$ cat src/rtl/idli_pkg.sv
// idli_pkg: shared types and constants for the idli I/O block.
package idli_pkg;
    typedef logic [3:0] nibble_t;
    typedef enum logic {ST_IDLE, ST_XFER} xfer_st_t;
    localparam int WORD_NIBBLES = 4;
    localparam int RX_DEPTH_DEF = 4;
    localparam int TX_DEPTH_DEF = 4;
endpackage

$ cat src/rtl/idli_io_fifo_m.sv
// idli_io_fifo_m: nibble FIFO of DEPTH words with occupancy count.
module idli_io_fifo_m
    import idli_pkg::*;
#(
    parameter int DEPTH = 4,
    localparam int N = DEPTH * WORD_NIBBLES,
    localparam int CW = $clog2(N + 1),
    localparam int PW = $clog2(N)
) (
    input  logic          i_clk,
    input  logic          i_rst_n,
    input  logic          i_push,
    input  logic [3:0]    i_data,
    input  logic          i_pop,
    output logic [3:0]    o_head,
    output logic          o_full,
    output logic [CW-1:0] o_count
);
    nibble_t       r_mem [N];
    logic [PW-1:0] r_wp, r_rp;
    logic [CW-1:0] r_cnt;
    logic          w_push, w_pop;

    // A pop frees the slot the same edge, so push at full is legal alongside it.
    always_comb begin
        w_pop   = i_pop & (r_cnt != '0);
        o_full  = r_cnt == CW'(N);
        w_push  = i_push & (~o_full | w_pop);
        o_head  = r_mem[r_rp];
        o_count = r_cnt;
    end

    always_ff @(posedge i_clk or negedge i_rst_n) begin
        if (!i_rst_n) begin
            r_wp  <= '0;
            r_rp  <= '0;
            r_cnt <= '0;
        end else begin
            if (w_push) r_wp <= r_wp + 1'b1;
            if (w_pop) r_rp <= r_rp + 1'b1;
            r_cnt <= r_cnt + CW'(w_push) - CW'(w_pop);
        end
    end

    always_ff @(posedge i_clk) begin
        if (w_push) r_mem[r_wp] <= i_data;
    end
endmodule

$ cat src/rtl/idli_io_m.sv
// idli_io_m: word-granular RX/TX nibble buffering between the core and
// an external nibble port; a word moves only when all 4 nibbles can.
module idli_io_m
    import idli_pkg::*;
#(
    parameter int RX_DEPTH = RX_DEPTH_DEF,
    parameter int TX_DEPTH = TX_DEPTH_DEF
) (
    input  logic       i_io_gck,
    input  logic       i_io_rst_n,
    input  logic [1:0] i_io_ctr,
    input  logic       i_io_ctr_last_cycle,
    input  logic       i_io_rd,
    output logic [3:0] o_io_rd_data,
    output logic       o_io_rd_vld,
    input  logic       i_io_wr,
    input  logic [3:0] i_io_wr_data,
    output logic       o_io_wr_rdy,
    input  logic [3:0] i_io_din,
    input  logic       i_io_din_vld,
    output logic       o_io_din_acp,
    output logic [3:0] o_io_dout,
    output logic       o_io_dout_vld,
    input  logic       i_io_dout_acp
);
    localparam int RX_N  = RX_DEPTH * WORD_NIBBLES;
    localparam int TX_N  = TX_DEPTH * WORD_NIBBLES;
    localparam int RX_CW = $clog2(RX_N + 1);
    localparam int TX_CW = $clog2(TX_N + 1);

    xfer_st_t         r_rd_st, r_wr_st;
    logic [3:0]       w_rx_head, w_tx_head;
    logic             w_rx_full, w_tx_full;
    logic [RX_CW-1:0] w_rx_count;
    logic [TX_CW-1:0] w_tx_count;
    logic             w_rd_go, w_wr_go, w_rd_act, w_wr_act;

    // Reset gates the entry decisions so every output is 0 while rst_n is low.
    always_comb begin
        w_rd_go = i_io_rst_n & (i_io_ctr == 2'd0) & i_io_rd & (r_rd_st == ST_IDLE)
                & (w_rx_count >= RX_CW'(WORD_NIBBLES));
        w_wr_go = i_io_rst_n & (i_io_ctr == 2'd0) & i_io_wr & (r_wr_st == ST_IDLE)
                & (w_tx_count <= TX_CW'(TX_N - WORD_NIBBLES));
        w_rd_act      = (r_rd_st == ST_XFER) | w_rd_go;
        w_wr_act      = (r_wr_st == ST_XFER) | w_wr_go;
        o_io_rd_vld   = w_rd_act;
        o_io_rd_data  = w_rd_act ? w_rx_head : 4'h0;
        o_io_wr_rdy   = w_wr_act;
        o_io_din_acp  = i_io_rst_n & i_io_din_vld & ~w_rx_full;
        o_io_dout_vld = w_tx_count != '0;
        o_io_dout     = o_io_dout_vld ? w_tx_head : 4'h0;
    end

    always_ff @(posedge i_io_gck or negedge i_io_rst_n) begin
        if (!i_io_rst_n) begin
            r_rd_st <= ST_IDLE;
            r_wr_st <= ST_IDLE;
        end else begin
            r_rd_st <= (w_rd_act & ~i_io_ctr_last_cycle) ? ST_XFER : ST_IDLE;
            r_wr_st <= (w_wr_act & ~i_io_ctr_last_cycle) ? ST_XFER : ST_IDLE;
        end
    end

    idli_io_fifo_m #(.DEPTH(RX_DEPTH)) u_rx (
        .i_clk   (i_io_gck),
        .i_rst_n (i_io_rst_n),
        .i_push  (o_io_din_acp),
        .i_data  (i_io_din),
        .i_pop   (w_rd_act),
        .o_head  (w_rx_head),
        .o_full  (w_rx_full),
        .o_count (w_rx_count)
    );

    idli_io_fifo_m #(.DEPTH(TX_DEPTH)) u_tx (
        .i_clk   (i_io_gck),
        .i_rst_n (i_io_rst_n),
        .i_push  (w_wr_act & ~w_tx_full),
        .i_data  (i_io_wr_data),
        .i_pop   (o_io_dout_vld & i_io_dout_acp),
        .o_head  (w_tx_head),
        .o_full  (w_tx_full),
        .o_count (w_tx_count)
    );
endmodule

$ cat config.mk
export PLATFORM = sky130hd
export DESIGN_NAME = idli_io_m
export DESIGN_NICKNAME = d
export VERILOG_FILES = /design/src/rtl/idli_pkg.sv /design/src/rtl/idli_io_fifo_m.sv /design/src/rtl/idli_io_m.sv
export SDC_FILE = /design/constraint.sdc
export NUM_CORES = 1
export LEC_CHECK = 0
export CAP_MARGIN = 0
export CORE_MARGIN = 4
export CORE_UTILIZATION = 25
export DETAILED_ROUTE_END_ITERATION = 8
export PLACE_DENSITY = 0.48
export SYNTH_ARGS = -nofsm -noshare
export SYNTH_HDL_FRONTEND = slang
export SYNTH_SLANG_ARGS = --single-unit
$ cat constraint.sdc
create_clock -name i_io_gck -period 3.15 [get_ports i_io_gck]
set_input_delay 0.63 -clock i_io_gck [delete_from_list [all_inputs] [get_ports i_io_gck]]
set_output_delay 0.63 -clock i_io_gck [all_outputs]
set_load 0.03 [all_outputs]
==> flow_summary.ini <==
[timing]
hold_violations = 0
timing.fmax_mhz = 324
finalClockSkew_ns = 0.0106
finalCritPeriodShare = 0.979
timing.hold.ws_ns = 0.363
worst_pin_slew_ns = 0.679
worst_slack_ns = 0.0655
fin_crit_ns = 3.08
final-setup-viol-count = 0
maxSlewViolCount = 0
relSlewSlack = 0.546
rsz0062_at_grt = true

[power]
ir_worst_vdd_mv = 0.248
p_leak_nw = 2.93
switching_share = 0.334
p_int_mw = 4.64
clockPowerShare = 0.285
p_seq_frac = 0.400
power.density_nw_per_um2 = 840
p_sw_mw = 2.33
combPwrFrac = 0.315

[floorplan]
start_util = 0.256
num_rows = 59
dieArea_sq_um = 29700
die_w_um = 172
die_h_um = 172
core_sq_um = 26300
io_pins = 29

[cells_and_area]
final_nets = 497
nFillCells = 2583
final_cells = 801
fin_area_sq_um = 8290
drive_gt1_frac = 0.266
num_antenna_cells = 0
area_growth_pct = 23.0

[worst_setup_path]
required_ns = 2.52
end_kind = primary output
crit_arrival_ns = 2.45
crit_family = simple AND/OR/NAND/NOR gates
cpMaxStageDelayCell = or4b_4
crit_path_max_incr_delay_ns = 0.48
cp-start-kind = flop
critical_path_class = flop to primary output
crit_buf_inv = 3
worstPathMaxFanout = 4
crit_chain = inv_2, ha_2, or4b_4, a22oi_2, buf_4, nand2b_4, o22ai_2, buf_6

[synthesis]
syn_nets = 434
avgSynthCellArea_sq_um = 17.3
ys_ff_latch = 156
ys.flop_type = edfxtp_1
synthCells = 390
synth_edf_count = 128
synthesis.area_sq_um = 6740
synthArstFlopShare = 0.179
synthDistinctLibCells = 42
yosysSeqAreaShare = 0.674
ys_warn_count = 0

[route]
dr_wl_met3_um = 522
drc = 0
avgViaCountPerCell = 4.37
vias = 3501
wl_met1_um = 6510
avgRoutedWirePerCell_um = 17.2
ant_nets = 0
wl_met2_um = 6600
dr.max_layer_used = met4
drt-initial-drc-count = 121
wirelength_um = 13800
dr.pass1.iters = 4

[min_path]
hp-class = input pin to async pin

[place]
io_buffer_count = 28
place_inst = 766
place_congestion = 0.722
post-place-ws_ns = -0.139
placed_area_sq_um = 7600
dp_hpwl_um = 9750

[global_route]
grt_pass1_wl_um = 21700
track_usage = 0.0990
grt.overflow.total = 0
grt_max_degree = 20
grt_antenna_before_repair = 0
grt_pass1_vias = 3746

[run]
cap_viol_max_count = 0

[clock_tree]
clock_latency_ns = 0.43
cts-htree-levels = 4
cts_tree = built
cts.clk_slew.worst_paths_ns = 0.07
cts_max_path_buffers = 2
ctsRootBufferMaster = clkbuf_16
cts_buffers = 17
hold_buffers = 0
cts_sinks = 156

[status]
outcome = finished clean
==> placed cells by master (no fill, tap or decap), types with 2 or more instances in the layout <==
cell,synthesis,final
o21ai_1,7,7
mux2_1,2,2
and4b_1,5,5
nand2b_1,3,2
nand4_1,3,3
mux2i_1,12,12
o22ai_2,0,3
fa_1,2,2
xor2_1,5,5
nor2_1,16,16
nor3_1,7,7
buf_12,0,3
a41oi_1,2,2
inv_1,22,21
buf_4,0,33
clkinvlp_4,0,2
inv_2,2,3
edfxtp_1,128,128
nor2b_1,2,2
buf_6,0,5
clkbuf_16,0,17
a21o_1,2,2
nor3b_1,6,6
mux4_2,32,32
clkinv_8,0,2
nand2_1,14,13
mux2_2,4,4
dfrtp_1,28,27
a21oi_1,8,8
dlygate4sd2_1,0,4
ha_1,25,24
clkdlybuf4s50_1,0,16
inv_8,0,5
xnor2_1,13,13
inv_6,0,4
nor4b_1,5,5
==> kinds of logic (layout without fill, tap and decap cells) <==
logic type	count (synthesis)	count (layout)	synth area share
DFF	156	156	0.674
and+or+nand+nor	67	67	0.0577
muxes	50	50	0.135
buffers and inverters	42	118	0.0249
AOI/OAI and AO/OA	30	30	0.0327
adders and majority gates	27	27	0.0523
xor gates and xnor gates	18	18	0.0234
==> path summary, 6_finish.rpt <==
check	endpoint	start	slack (ns)	cells past startpoint
worst min-delay path	u_tx.o_count[3]	i_io_rst_n	0.36	2
min in group i_io_gck	u_rx.r_rp[2]	u_rx.r_rp[2]	0.56	1
worst max register to register	u_tx.o_count[4]	u_tx.o_count[2]	0.26	12
worst max-delay path	o_io_rd_data[1]	u_rx.o_count[3]	0.07	8
worst min register to register	u_rx.r_rp[2]	u_rx.r_rp[2]	0.56	1
max in group asynchronous	u_tx.r_rp[1]	i_io_rst_n	2.35	3
==> timing repair <==
item / CTS / global route
setup buffers: 1 / 2
setup endpoints to repair: 6 / 7
pin swaps: 1 / 2
resized for setup: 7 / 15
==> metal layers <==
metal / global-route usage / up-vias
met2: 0.157 / 53
li1: - / 1633
met1: 0.128 / 1801
met5: 0 / -
met3: 0.0336 / 14
met4: 0.0318 / 0
==> power groups by stage <==
| stage | logic (mW) | registers (mW) | clock network [mW] |
|---|---|---|---|
| after floorplan | 1.70 | 2.63 | 0 |
| after global placement | 2.12 | 2.84 | 0 |
| after detailed placement | 2.15 | 2.86 | 0 |
| after CTS | 2.15 | 2.80 | 2.05 |
| after global routing | 2.44 | 2.83 | 2.14 |
| final | 2.20 | 2.78 | 1.98 |
==> metrics by stage <==
step           power, mW  TNS (ns)  utilization
3_3_place_gp        4.96    -0.181        0.289
3_5_place_dp        5.01    -0.193        0.289
2_1_floorplan       4.32         0            -
6_report            6.96         0        0.316
4_1_cts             7.00         0        0.312
5_1_grt             7.41   -0.0987        0.316
==> registers in the layout, summed over array words and instances (netlist names) <==
register      cells
r_wr_st           1
u_tx.o_count      5
u_tx.r_wp         4
u_rx.r_rp         4
u_tx.r_rp         4
u_rx.r_wp         4
r_rd_st           1
u_rx.r_mem       64
u_rx.o_count      5
u_tx.r_mem       64
==> layout make-up <==
| class | count | area (sq um) | share of cell area |
|---|---|---|---|
| tap | 335 | 419 | 0.0505 |
| clock buffer | 18 | 429 | 0.0518 |
| sequential | 156 | 4550 | 0.548 |
| timing repair buffer | 62 | 572 | 0.0689 |
| clock inverter | 14 | 148 | 0.0178 |
| inverter | 24 | 90.1 | 0.0109 |
| multi-input combinational | 192 | 2090 | 0.252 |
==> cell usage after synthesis, drive strengths merged (3+ instances only) <==
| master | instances | area [sq um] |
|---|---|---|
| and4b | 5 | 50.1 |
| nor4b | 5 | 43.8 |
| nand2b | 3 | 18.8 |
| nor2 | 16 | 60.1 |
| buf | 12 | 55.1 |
| inv | 24 | 90.1 |
| nor3 | 7 | 35.0 |
| xor2 | 5 | 43.8 |
| nor3b | 6 | 45.0 |
| xnor2 | 13 | 114 |
| o21ai | 8 | 40.0 |
| a41oi | 3 | 33.8 |
| ha | 25 | 313 |
| mux2i | 12 | 120 |
| dfrtp | 28 | 701 |
| nand4 | 3 | 18.8 |
| mux4 | 32 | 721 |
| edfxtp | 128 | 3840 |
| nand2 | 14 | 52.6 |
| a21oi | 8 | 40.0 |
| mux2 | 6 | 67.6 |
| clkbuf | 6 | 22.5 |
| o22ai | 4 | 25.0 |
==> worst reg2reg max path, delay by kind of cell, from the launching register on <==
| kind | cells | cell delay, ns |
|---|---|---|
| AOI/OAI and AO/OA | 1 | 0.16 |
| buffers and inverters | 2 | 0.14 |
| adders and majority gates | 4 | 1.12 |
| and+or+nand+nor | 4 | 0.87 |
| DFF | 1 | 0.42 |
| xor gates and xnor gates | 1 | 0.12 |
Note: power is estimated with default switching activity, not from simulation.
